**config.mk**
```make
export PLATFORM = sky130hd
export DESIGN_NAME = pc_stack_unit
export DESIGN_NICKNAME = d
export VERILOG_FILES = /design/src/rtl/pc_stack_unit.sv
export SDC_FILE = /design/constraint.sdc
export NUM_CORES = 1
export LEC_CHECK = 0
export BUFFER_PORTS_ARGS = -buffer_cell sky130_fd_sc_hd__buf_4
export CAP_MARGIN = 20
export CORE_MARGIN = 3
export CORE_UTILIZATION = 39
export DETAILED_ROUTE_END_ITERATION = 10
export HOLD_SLACK_MARGIN = 0.08
export PLACE_DENSITY_LB_ADDON = 0.05
export SLEW_MARGIN = 20
export SYNTH_ARGS = -nofsm -noshare
export SYNTH_HDL_FRONTEND = slang
export SYNTH_SLANG_ARGS = --single-unit
export TNS_END_PERCENT = 50
```
**constraint.sdc**
```tcl
create_clock -name i_clk -period 4.2 [get_ports i_clk]
set_input_delay 0.84 -clock i_clk [delete_from_list [all_inputs] [get_ports i_clk]]
set_output_delay 0.84 -clock i_clk [all_outputs]
set_load 0.1 [all_outputs]
```
**src/rtl/pc_stack_unit.sv**
```systemverilog
// Fetch-stage program counter with configurable step, PC-relative branch and
// a hardware return-address stack; error conditions latch into sticky flags.
module pc_stack_unit #(
  parameter int                 WIDTH        = 16,
  parameter int                 STEP         = 1,
  parameter int                 DEPTH        = 8,
  parameter logic [WIDTH-1:0]   RESET_VECTOR = '0,
  localparam int                DW           = $clog2(DEPTH + 1)
) (
  input  logic             i_clk,
  input  logic             i_reset,
  input  logic             i_stall,
  input  logic [2:0]       i_op,
  input  logic [WIDTH-1:0] i_data,
  output logic [WIDTH-1:0] o_pc,
  output logic [WIDTH-1:0] o_top,
  output logic [DW-1:0]    o_depth,
  output logic             o_full,
  output logic             o_empty,
  output logic             o_overflow,
  output logic             o_underflow,
  output logic             o_illegal
);

  // Storage is rounded up to a power of two so the pointer indexes it without
  // range checks; slots at or above DEPTH are never written.
  localparam int AW    = (DEPTH > 1) ? $clog2(DEPTH) : 1;
  localparam int SLOTS = 1 << AW;

  localparam logic [2:0] OP_HOLD   = 3'd0;
  localparam logic [2:0] OP_INC    = 3'd1;
  localparam logic [2:0] OP_JUMP   = 3'd2;
  localparam logic [2:0] OP_BRANCH = 3'd3;
  localparam logic [2:0] OP_CALL   = 3'd4;
  localparam logic [2:0] OP_RET    = 3'd5;

  logic [WIDTH-1:0] pc_q, pc_d;
  logic [DW-1:0]    depth_q, depth_d;
  logic             ovf_q, ovf_d;
  logic             unf_q, unf_d;
  logic             ill_q, ill_d;
  logic [WIDTH-1:0] stack_q [SLOTS];

  logic             full, empty, push;
  logic [AW-1:0]    wr_idx, rd_idx;
  logic [WIDTH-1:0] ret_addr;

  assign full     = (depth_q == DW'(DEPTH));
  assign empty    = (depth_q == '0);
  assign wr_idx   = AW'(depth_q);
  assign rd_idx   = AW'(depth_q - DW'(1));
  assign ret_addr = pc_q + WIDTH'(STEP);

  always_comb begin
    pc_d    = pc_q;
    depth_d = depth_q;
    ovf_d   = ovf_q;
    unf_d   = unf_q;
    ill_d   = ill_q;
    push    = 1'b0;
    if (!i_stall) begin
      case (i_op)
        OP_HOLD:   pc_d = pc_q;
        OP_INC:    pc_d = ret_addr;
        OP_JUMP:   pc_d = i_data;
        // Same-width add is the sign-extended add modulo 2^WIDTH.
        OP_BRANCH: pc_d = pc_q + i_data;
        OP_CALL: begin
          if (full) begin
            ovf_d = 1'b1;
          end else begin
            push    = 1'b1;
            pc_d    = i_data;
            depth_d = depth_q + DW'(1);
          end
        end
        OP_RET: begin
          if (empty) begin
            unf_d = 1'b1;
          end else begin
            pc_d    = stack_q[rd_idx];
            depth_d = depth_q - DW'(1);
          end
        end
        default:   ill_d = 1'b1;
      endcase
    end
  end

  always_ff @(posedge i_clk) begin
    if (i_reset) begin
      pc_q    <= RESET_VECTOR;
      depth_q <= '0;
      ovf_q   <= 1'b0;
      unf_q   <= 1'b0;
      ill_q   <= 1'b0;
    end else begin
      pc_q    <= pc_d;
      depth_q <= depth_d;
      ovf_q   <= ovf_d;
      unf_q   <= unf_d;
      ill_q   <= ill_d;
    end
  end

  always_ff @(posedge i_clk) begin
    if (!i_reset && push) stack_q[wr_idx] <= ret_addr;
  end

  assign o_pc        = pc_q;
  assign o_top       = empty ? '0 : stack_q[rd_idx];
  assign o_depth     = depth_q;
  assign o_full      = full;
  assign o_empty     = empty;
  assign o_overflow  = ovf_q;
  assign o_underflow = unf_q;
  assign o_illegal   = ill_q;

endmodule

```
==> reports/qor.txt, run 1 <==
largest cells by area after synthesis: edfxtp_1 (52%), mux4_2 (6.7%), dfxtp_1 (6.2%), mux4_1 (3.5%), ha_1 (3.4%)
# DRC: 0
first-pass GRT wire length: 30300 um
number of max-slew violations in the final report: 0
Antenna Violating Nets Remaining: 0
Post-CTS Hold Buffers: 0
core footprint: 18300 sq um
Crit. End Element: primary output
clk root buf: clkbuf_16
RSZ-0062 raised after global routing: no
fmax: 281 MHz
CTS Buffer Depth: 2
Post-DP HPWL: 13400 um
antenna cells: 0
largest family of logic cells by synthesized area: multiplexers
top-count cell post-synth: edfxtp_1
largest net degree at the start of global routing: 33
Layout fillers: 1656
Max-Cap Viols: 0
most frequent cells after synthesis: edfxtp_1 (128), nor2_1 (64), a21oi_1 (38)
Hold Startpoint: o_overflow
area of placed instances: 8170 sq um
Avg WL per Cell: 23.0 um
min-delay worst type: reg -> reg
CP max stage cell: dfxtp_1
Worst R2R Start: o_depth[1]
worst-margin pin slew: 1.09 ns
FF-to-FF setup slack: 1.27 ns
synthesized area: 7420 sq um
Placer Congestion: 0.884
Placed Instances: 829
adder-cell share of the synthesized area: 3.64%
Syn Area/Cell: 13.6 sq um
Design Area, Final: 8730 sq um
hold path cells: 2
#FFs+latches synth: 151
mux cell area share after synthesis: 12.5%
CTS sink cnt: 151
Syn. warnings: 0
Startpoint Class: flop
# rows: 49
io pins: 63
first-pass iteration count of the detailed router: 5
WP data required: 3.36 ns
Critical path origin: o_depth[1]
worst reg-to-reg path cell count: 8
Global Route Usage Sum: 19.9%
EDFF count, synth: 128
H-tree depth reported by CTS: 4
Vias/cell: 5.77
post-route minimum period: 3.56 ns
I/O Buffers: 62
reg-to-reg endpoint: o_pc[12]
layout overhead on the synthesized area: 17.7%
delay-heaviest family, CP: multiplexers
XOR/XNOR share of the synthesized area: 3.41%
Final Setup Violations: 0
vias in the first global route: 5015
CP cell instances: inv_1, ha_1, buf_12, mux4_1, mux2i_1, nor2_1, buf_4
relative slew slack: 26.8%
gr ovfl total: 0
critical path's largest stage delay: 0.46 ns
cell taking the most area after synthesis: edfxtp_1
skew final: 0.0138 ns
share of layout cells above drive strength 1: 23.6%
clk_lat worst skew: 0.42 ns
post-layout util: 47.6%
initial antenna violation count: 0
Setup Fix Bufs, Post-CTS: 0
CP Class: reg -> out
CTS tree: done
Final Hold Fails: 0
maximum vdd drop: 0.000255 V
clk slew on worst S/H paths: 0.07 ns
Leak: 3.22 nW
Worst Path Buf+Inv: 3
Die Span X: 144 um
WL final: 19800 um
most common flop cell mapped by yosys: edfxtp_1
PD cells: 435 nW/um^2
non-filler cells, final: 860
Starting Density: 40.5%
Post-Syn Nets: 589
vias after detailed routing: 4966
1st-iter DRT viols: 441
fin crit share: 84.7%
Compound-Gate Fraction of Synth Area: 10.2%
die footprint: 20700 sq um
share of the synthesized area in the top cell type: 51.8%
Cell variety after synth: 67
Seq/Total Area, Yosys: 58.0%
CP Max Fanout: 32
Hold Path End: o_overflow
ys async rst share: 0%
status: finished clean
Chip Height: 144 um
Critical Path AT: 2.72 ns
Synth Instances: 546
TNS Setup: 0 ns
simple-gate portion of the synthesized area: 9.65%
post_cts resized: 0
Nets: 662
CTS buffer count: 17
flip-flops by register name, summed over array words and instances (netlist names):
name	count
o_illegal	1
stack_q	128
o_pc	16
o_underflow	1
o_depth	4
o_overflow	1
metal layers:
| layer | GRT usage (%) | part of all wire (%) | vias to the layer above |
|---|---|---|---|
| li1 | - | - | 2278 |
| met1 | 27.7 | 46 | 2509 |
| met4 | 6.44 | 1.9 | 0 |
| met3 | 3.66 | 5.2 | 28 |
| met5 | 0 | 0 | - |
| met2 | 31.7 | 47 | 151 |
layout make-up:
| type | instances | area [sq um] | area share [%] |
|---|---|---|---|
| Sequential cell | 151 | 4310 | 49.3 |
| Tap cell | 229 | 287 | 3.28 |
| Clock buffer | 17 | 425 | 4.88 |
| Clock inverter | 14 | 126 | 1.45 |
| Timing Repair Buffer | 76 | 583 | 6.68 |
| Multi-Input combinational cell | 359 | 2950 | 33.8 |
| Inverter | 14 | 52.6 | 0.602 |
power by group:
group / leakage [nW] / total (mW) / internal [mW] / switching [mW]
clock: 0.266 / 1.44 / 0.816 / 0.622
combinational: 1.59 / 0.681 / 0.199 / 0.482
sequential: 1.37 / 1.68 / 1.65 / 0.0293
cells by family after synthesis:
family | Yosys count
multiplexers | 49
XOR/XNOR | 28
flip-flops | 151
AO/OA/AOI/OAI | 113
buffers and inverters | 36
adder cells (fa/ha/maj) | 21
AND/OR/NAND/NOR | 148
cells in the final DEF (no fill, tap or decap), types with 4 or more instances in the layout:
master	count
a21oi_1	38
a31oi_1	7
and2_1	6
xor2_1	11
mux2i_1	17
a211oi_1	8
inv_1	14
dfxtp_1	22
nor3_1	6
o21ai_0	17
or3_1	4
a2111oi_0	4
nand3_1	14
o21a_1	5
clkbuf_16	17
nor2_1	61
edfxtp_1	128
ha_1	20
mux4_1	10
and3_1	5
xnor2_1	16
buf_4	75
clkinv_4	4
nand4_1	4
mux4_2	22
nand2_1	23
worst max path at each step:
| stage | endpoint | slack, ns | cells past startpoint |
|---|---|---|---|
| after global placement | o_pc[12] | 0.99 | 8 |
| after detailed placement | o_pc[12] | 1.01 | 8 |
| after global routing | o_top[13] | 0.54 | 7 |
| final | o_top[14] | 0.64 | 7 |
| after CTS | o_top[13] | 0.60 | 7 |
| after floorplan | o_top[13] | -0.40 | 8 |
through the flow:
step / power [mW] / worst slack (ns) / hold slack, ns
floorplan: 2.21 / -0.404 / 0.817
global placement: 2.39 / 0.994 / 0.460
detailed placement: 2.39 / 1.01 / 0.475
CTS: 3.82 / 0.605 / 0.491
global route: 3.93 / 0.536 / 0.511
finish: 3.80 / 0.641 / 0.492
tightest hold or removal path, stage by stage, from the launching register on:
cell     delay [ns]
dfxtp_1        0.34
a31oi_1        0.05
nor2_1         0.07
Power figures use the tool's default switching activity.
==> run 2: changes to the inputs <==
- ABC_AREA: unset -> 1
- clock period: 4.2 -> 3.7 ns (I/O delays scaled with it)
==> run 2 against run 1 <==
Against the previous run:
- setup slack got worse by 0.52 ns
- sequential cell count did not move
- sequential power rose by 14%
- via count rose by 30%
- clock-buffer cell count rose by 4
- core utilization fell by 0.63 points
- cell area rose by 9.6%
- sequential share of layout area fell by 4.3 points
- area after synthesis rose by 9.6%
- global-route usage rose by 0.58 points
- critical endpoint is now o_top[4]
- largest cell class unchanged
- highest routed layer unchanged
==> reports/qor.txt, run 2 <==
maximum vdd drop: 0.000243 V
PD cells: 472 nW/um^2
# DRC: 0
delay-heaviest family, CP: buffers and inverters
Crit. End Element: primary output
EDFF count, synth: 128
status: finished clean
CTS sink cnt: 151
post_cts resized: 0
switching share of power: 31.6%
largest net degree at the start of global routing: 70
vias after detailed routing: 6447
Startpoint Class: flop
min-delay worst type: reg -> reg
Cell Int Power: 3.09 mW
WP data required: 2.96 ns
largest cells by area after synthesis: edfxtp_1 (47%), nand2_1 (12%), nor2_1 (6.6%), dfxtp_1 (5.7%), o21ai_0 (5.4%)
Nets: 1053
dpl ws: 0.517 ns
die footprint: 22600 sq um
vias in the first global route: 6159
Post-Syn Nets: 994
cell taking the most area after synthesis: edfxtp_1
top-count cell post-synth: nand2_1
Design Area, Final: 9570 sq um
layout overhead on the synthesized area: 17.7%
fmax: 280 MHz
1st-iter DRT viols: 507
number of max-slew violations in the final report: 0
skew final: 0.0140 ns
Clk pwr share: 36.7%
simple-gate portion of the synthesized area: 23.6%
first-pass iteration count of the detailed router: 4
Global Route Usage Sum: 20.5%
CTS Buffer Depth: 2
CTS buffer count: 17
Setup Fix Bufs, Post-CTS: 0
ys async rst share: 0%
CP Class: reg -> out
most frequent cells after synthesis: nand2_1 (251), nor2_1 (143), edfxtp_1 (128)
Final Hold Fails: 0
Seq/Total Area, Yosys: 53.0%
CP cell instances: inv_1, ha_1, xnor2_4, clkinv_4, nand2_1, a21oi_4, buf_4
Antenna Violating Nets Remaining: 0
Chip Height: 150 um
share of the synthesized area in the top cell type: 47.3%
clk root buf: clkbuf_16
Cell variety after synth: 43
share of layout cells above drive strength 1: 16.0%
Final Worst Setup Slack: 0.122 ns
mux cell area share after synthesis: 0%
max FFs per register: 128
first-pass GRT wire length: 35100 um
critical path's largest stage delay: 0.61 ns
largest family of logic cells by synthesized area: simple AND/OR/NAND/NOR gates
commonest non-fill, non-tap cell in the layout: nand2_1
Syn. warnings: 0
fin crit share: 96.7%
io pins: 63
H-tree depth reported by CTS: 4
relative slew slack: 35.1%
XOR/XNOR share of the synthesized area: 1.42%
Post-CTS Hold Buffers: 0
Placer Congestion: 0.844
gr ovfl total: 0
Layout fillers: 2016
Leak: 4.01 nW
adder-cell share of the synthesized area: 3.33%
worst-margin pin slew: 0.966 ns
most common flop cell mapped by yosys: edfxtp_1
# rows: 52
combinational group share of total power: 21.0%
multi-input logic area: 3390 sq um
post-route minimum period: 3.58 ns
Synth Instances: 951
CP max stage cell: xnor2_4
area of placed instances: 8990 sq um
clk_lat worst skew: 0.43 ns
Avg WL per Cell: 17.5 um
#FFs+latches synth: 151
switching power: 1.43 mW
Compound-Gate Fraction of Synth Area: 10.9%
FF-to-FF setup slack: 0.95 ns
I/O Buffers: 62
register with the most flip-flops: stack_q
CTS tree: done
Worst Path Buf+Inv: 3
post-layout util: 47.0%
Die Span X: 150 um
RSZ-0062 raised after global routing: yes
initial antenna violation count: 0
Seq pwr share: 42.3%
Critical Path AT: 2.84 ns
Final Setup Violations: 0
clk slew on worst S/H paths: 0.07 ns
commonest non-fill, non-tap cells in the layout: nand2_1 (251), nor2_1 (143), edfxtp_1 (128)
synthesized area: 8130 sq um
WL final: 22600 um
Starting Density: 39.9%
antenna cells: 0
Max-Cap Viols: 0
core footprint: 20400 sq um
CP Max Fanout: 17
Post-DP HPWL: 15100 um
Storage cell area: 4310 sq um
Syn Area/Cell: 8.55 sq um
Vias/cell: 4.99
## run 2: changes by cell type in the layout (fill, tap and decap cells not counted), sizes merged, moves of 17 or more
| cell | before | now |
|---|---|---|
| inv | 17 | 97 |
| mux4 | 32 | 0 |
| mux2i | 17 | 0 |
| nand2 | 24 | 254 |
| nand3 | 14 | 38 |
| o21ai | 19 | 98 |
| nor2 | 64 | 147 |
## run 2: final cells by class
class	instances	share of cell area, %
clock buffers	21	5.27
clock inverters	11	0.706
inverters	98	3.92
multi-input cells	666	35.4
flip-flops and latches	151	45.0
well taps	270	3.53
repair buffers	76	6.10
## run 2: tightest hold or removal path, stage by stage (launching register included)
cell     delay [ns]
dfxtp_1        0.33
a21oi_1        0.04
nor2_1         0.07
## run 2: per-layer routing
metal,GRT usage [%],wire [um]
met5,0,0
met4,5.17,201
met3,2.83,771
met2,32.8,10600
met1,29.4,11100
## run 2: path summary, 6_finish.rpt
path,from,end,cells past startpoint
setup / recovery,o_depth[1],o_top[4],7
hold / removal,o_illegal,o_illegal,2
setup reg to reg,o_depth[1],o_pc[8],12
hold reg to reg,o_illegal,o_illegal,2
## run 2: cells by family (layout without fill, tap and decap cells)
logic type | count (synthesis) | count (layout)
AO/OA/AOI/OAI | 165 | 165
XOR/XNOR | 11 | 11
adder cells (fa/ha/maj) | 21 | 21
buffers and inverters | 134 | 206
flip-flops | 151 | 151
AND/OR/NAND/NOR | 469 | 469
## run 2: metrics by stage
step	setup TNS (ns)	total power [mW]	hold slack, ns	std cells
floorplan	-0.461	2.66	0.787	951
global placement	0	2.89	0.453	1261
detailed placement	0	2.90	0.462	1261
CTS	0	4.54	0.479	1293
global route	-0.0119	4.69	0.517	1293
finish	0	4.51	0.476	1293
## run 2: power groups by stage
stage	clock network, mW	logic (mW)	registers, mW
2_1_floorplan	0	0.612	2.05
3_3_place_gp	0	0.950	1.94
3_5_place_dp	0	0.953	1.94
4_1_cts	1.68	0.956	1.91
5_1_grt	1.75	1.03	1.91
6_report	1.65	0.949	1.91
